**src/rtl/program_loader.sv**
```systemverilog
// Byte-stream program loader: assembles big-endian words from a valid/ready byte stream
// and writes them to consecutive instruction memory addresses starting at 0.
module program_loader #(
    parameter int unsigned DATA_LENGTH = 32,
    parameter int unsigned MEM_LENGHT  = 32,
    localparam int unsigned AW         = $clog2(MEM_LENGHT)
) (
    input  logic                   clk,
    input  logic                   rst_n,
    input  logic                   start,
    input  logic [AW:0]            num_words,
    input  logic                   abort,
    input  logic [7:0]             byte_in,
    input  logic                   byte_valid,
    output logic                   byte_ready,
    output logic                   wr_en,
    output logic [AW-1:0]          wr_addr,
    output logic [DATA_LENGTH-1:0] wr_data,
    output logic                   busy,
    output logic                   done,
    output logic [AW:0]            word_count
);

    localparam int unsigned BYTES = DATA_LENGTH / 8;
    localparam int unsigned BW    = (BYTES > 1) ? $clog2(BYTES) : 1;
    localparam logic [AW:0] MemW  = (AW + 1)'(MEM_LENGHT);

    typedef enum logic [1:0] {StIdle, StLoad, StWrite, StDone} state_e;

    state_e                 state_q, state_d;
    logic [BW-1:0]          byte_cnt_q, byte_cnt_d;
    logic [DATA_LENGTH-1:0] shift_q, shift_d;
    logic [AW:0]            target_q, target_d;
    logic [AW:0]            word_count_q, word_count_d;
    logic [AW-1:0]          wr_addr_q, wr_addr_d;
    logic [AW:0]            target_new;

    always_ff @(posedge clk or negedge rst_n) begin
        if (!rst_n) begin
            state_q      <= StIdle;
            byte_cnt_q   <= '0;
            shift_q      <= '0;
            target_q     <= '0;
            word_count_q <= '0;
            wr_addr_q    <= '0;
        end else begin
            state_q      <= state_d;
            byte_cnt_q   <= byte_cnt_d;
            shift_q      <= shift_d;
            target_q     <= target_d;
            word_count_q <= word_count_d;
            wr_addr_q    <= wr_addr_d;
        end
    end

    // Clamping the target keeps wr_addr inside the memory without any wrap logic.
    assign target_new = (num_words > MemW) ? MemW : num_words;

    always_comb begin
        state_d      = state_q;
        byte_cnt_d   = byte_cnt_q;
        shift_d      = shift_q;
        target_d     = target_q;
        word_count_d = word_count_q;
        wr_addr_d    = wr_addr_q;
        unique case (state_q)
            StIdle, StDone: begin
                if (start) begin
                    target_d     = target_new;
                    word_count_d = '0;
                    wr_addr_d    = '0;
                    byte_cnt_d   = '0;
                    state_d      = (target_new == '0) ? StDone : StLoad;
                end
            end
            StLoad: begin
                if (abort) begin
                    byte_cnt_d = '0;
                    state_d    = StIdle;
                end else if (byte_valid) begin
                    shift_d = (shift_q << 8) | DATA_LENGTH'(byte_in);
                    if (byte_cnt_q == BW'(BYTES - 1)) begin
                        byte_cnt_d = '0;
                        state_d    = StWrite;
                    end else begin
                        byte_cnt_d = byte_cnt_q + 1'b1;
                    end
                end
            end
            StWrite: begin
                // The write strobe of an aborted WRITE still fires, but it is not counted.
                if (abort) begin
                    state_d = StIdle;
                end else begin
                    word_count_d = word_count_q + 1'b1;
                    if (word_count_q + 1'b1 == target_q) begin
                        state_d = StDone;
                    end else begin
                        wr_addr_d = wr_addr_q + 1'b1;
                        state_d   = StLoad;
                    end
                end
            end
            default: state_d = StIdle;
        endcase
    end

    always_comb begin
        byte_ready = (state_q == StLoad);
        wr_en      = (state_q == StWrite);
        busy       = (state_q == StLoad) || (state_q == StWrite);
        done       = (state_q == StDone);
        wr_addr    = wr_addr_q;
        wr_data    = shift_q;
        word_count = word_count_q;
    end

endmodule

```
**config.mk**
```make
export PLATFORM = sky130hd
export DESIGN_NAME = program_loader
export DESIGN_NICKNAME = d
export VERILOG_FILES = /design/src/rtl/program_loader.sv
export SDC_FILE = /design/constraint.sdc
export NUM_CORES = 1
export LEC_CHECK = 0
export ABC_CLOCK_PERIOD_IN_PS = 2430
export CAP_MARGIN = 20
export CORE_AREA = 5 5 77 79
export DETAILED_ROUTE_END_ITERATION = 8
export DIE_AREA = 0 0 82 84
export HOLD_SLACK_MARGIN = 0.06
export PLACE_DENSITY = 0.8
export SLEW_MARGIN = 20
export SYNTH_ARGS = -nofsm -noshare
export SYNTH_HDL_FRONTEND = slang
export SYNTH_SLANG_ARGS = --single-unit
```
**constraint.sdc**
```tcl
create_clock -name clk -period 2.43 [get_ports clk]
set_clock_uncertainty 0.15 [all_clocks]
set_input_delay 0.486 -clock clk [delete_from_list [all_inputs] [get_ports clk]]
set_output_delay 0.486 -clock clk [all_outputs]
set_load 0.01 [all_outputs]
```
==> flow_summary.yaml <==
global_route:
  overflow: 0
  grt_max_degree: 54
  grt_pass1_vias: 1598
  grt_pass1_wl_um: 7955
  grt_usage_pct: 15.01
  antenna_found_initial: 0
floorplan:
  pin_count: 66
  start_util_pct: 45.35
  die-area_um2: 6888
  rows: 27
  core_um2: 5270
  die_w_um: 82
  die_h_um: 84
synthesis:
  yosys_warnings: 0
  yosysTopAreaCellShare_pct: 55.50
  ys_seq_area_share_pct: 55.50
  syn_avg_cell_area_um2: 12.07
  synth_edf_count: 0
  synth.cell_area_um2: 2390
  synthMuxAreaShare_pct: 18.12
  synth-xor-area-share_pct: 3.560
  synth_simple_gate_area_share_pct: 11.10
  async_reset_ff_share_pct: 100.0
  synth_top_area_cell: "dfrtp_1"
  synth_top_family_by_area: "multiplexers"
  synth_commonest_cells: "dfrtp_1, mux2_2, nand2_1"
  ys_dominant_reg_cell: "dfrtp_1"
  synth_area_leaders: "dfrtp_1, mux2_2, o21ai_0, ha_1, nand2_1"
  synth_cells: 198
  yosysUniqueCellTypes: 30
  synth.most_common_cell: "dfrtp_1"
  ys_seq_elements: 53
  synth_adder_area_share_pct: 3.141
  syn_nets: 223
  synth_compound_area_share_pct: 6.963
drt:
  finalWirelength_um: 4772
  ant_nets: 0
  viasPerCell: 4.891
  wl_per_cell_um: 14.04
  dr.pass1.iters: 4
  post-route-drc-count: 0
  vias: 1663
  drtIter0Drc: 100
sta:
  tns_ns: 0
  period_share_pct: 93.98
  finalCriticalPeriod_ns: 2.284
  tightest_slew_ns: 0.6656
  setup_violations: 0
  setup_ws_ns: 0.1462
  holdWs_ns: 0.1310
  max_slew_margin_pct: 55.63
  rsz0062_at_grt: "false"
  hold_violations: 0
  slew_viol_final: 0
  max_clock_freq_mhz: 437.9
layout:
  area_delta_synth_final_pct: 35.81
  seqCellArea_um2: 1326
  final_nets: 292
  multi_input_area_um2: 1027
  stdcell_area_um2: 3246
  fillCellCount: 451
  stdcell_count: 340
  drive_gt1_share_pct: 19.40
  antennaDiodeCount: 0
clock_tree:
  ctsRootBufferMaster: "clkbuf_8"
  clk_latency_ns: 0.31
  cts_made_buffers: 5
  clock_sinks: 53
  cts_max_level: 2
  cts_buffer_depth: 2
  cts.reportedPaths.clkPinSlew_ns: 0.09
  cts_tree: "built"
worst_setup_path:
  endpoint_kind: "register"
  max_stage_delay_ns: 0.50
  path_cells: "ha_1 -> xor3_1 -> nor3_2 -> nand4b_2 -> or4_1 -> a21oi_1"
  critPathRequiredTime_ns: 2.51
  startpoint_type: "register"
  rrSetupSlack_ns: 0.15
  arrival_ns: 2.37
  cp_max_fo: 6
  critical_path.slowest_cell: "or4_1"
  timing_worst_setup_path_type: "register to register"
placement:
  io_buffers: 65
  place_ws_ns: 0.1626
  place_area_um2: 3133
  placed_cells: 331
  gp_congestion: 0.8118
  hpwl_um: 3503
power:
  p_per_area_nw_per_um2: 1129
  peakVddDrop_mv: 0.6929
  leakage_nw: 1.449
run_status:
  status: "finished, final reports clean"
run:
  maxCapViolCount: 0
hold_path:
  hold_class: "primary input to asynchronous set/reset pin"
-- per-stage QoR --
stage / total power, mW / util [%]
after detailed placement: 3.166 / 59.45
final: 3.665 / 61.59
after CTS: 3.706 / 61.35
after global placement: 3.116 / 59.45
after global routing: 3.916 / 61.59
after floorplan: 2.298 / -
-- power by group --
part / switching [mW] / internal (mW)
logic: 0.688 / 0.993
clock network: 0.292 / 0.237
registers: 0.236 / 1.22
-- worst max-delay path: cells and delay by family (launching register included) --
family	cells	cell delay [ns]
compound gates	1	0.16
xor+xnor	1	0.38
fa+ha+maj	1	0.29
flops	1	0.45
simple gates	3	0.80
-- worst paths after layout --
path	end	cells past startpoint	from
setup / recovery	state_q[1]	6	word_count[0]
hold / removal	word_count[0]	2	rst_n
setup reg to reg	state_q[1]	6	word_count[0]
hold reg to reg	wr_addr[4]	1	wr_addr[4]
max in group asynchronous	target_q[0]	2	rst_n
min in group clk	wr_addr[4]	1	wr_addr[4]
-- per-layer routing --
metal | GRT usage [%] | routed length [µm] | up-vias
li1 | - | - | 831
met1 | 20.32 | 2229 | 795
met2 | 23.29 | 2266 | 32
met3 | 3.348 | 201 | 5
met4 | 5.438 | 75 | 0
met5 | 0 | 0 | -
-- kinds of logic (layout without fill, tap and decap cells) --
logic type | Yosys count | count (layout)
adders and majority gates | 6 | 6
buffers and inverters | 10 | 80
and+or+nand+nor | 52 | 52
xor gates and xnor gates | 8 | 8
muxes | 39 | 39
AOI/OAI and AO/OA | 30 | 30
DFF | 53 | 53
-- sequential cells by signal (all words and copies together) (netlist names) --
| register | cells |
|---|---|
| byte_cnt_q | 2 |
| state_q | 2 |
| target_q | 6 |
| word_count | 6 |
| wr_addr | 5 |
| wr_data | 32 |
-- final cells by class --
type                       count  share of cell area, %
clock inverter                 2                 0.5397
sequential                    53                  40.86
tap                           72                  2.776
timing repair buffer          69                  21.28
clock buffer                   6                  2.544
inverter                       3                 0.3470
multi-input combinational    135                  31.65
-- cell usage in the layout (no fill, tap or decap), types with 2 or more instances in the layout --
cell type and instances:
a21oi_1 5, and2_1 3, buf_4 3, clkbuf_8 6
clkdlybuf4s50_1 63, dfrtp_1 53, ha_1 5, inv_1 3
mux2_2 34, mux2i_1 5, nand2_1 20, nand2b_1 7
nand3_1 5, nor2_1 7, nor2b_1 2, o21ai_0 18
o31ai_1 3, or2_2 2, or4_1 2, xnor2_1 4
xor2_1 3
-- what timing repair did --
action,4_1_cts,5_1_grt
resized for setup,0,2
hold buffers,0,0
setup buffers,0,1
setup endpoints to repair,0,1
No activity file was read; power rests on OpenSTA's default activity.
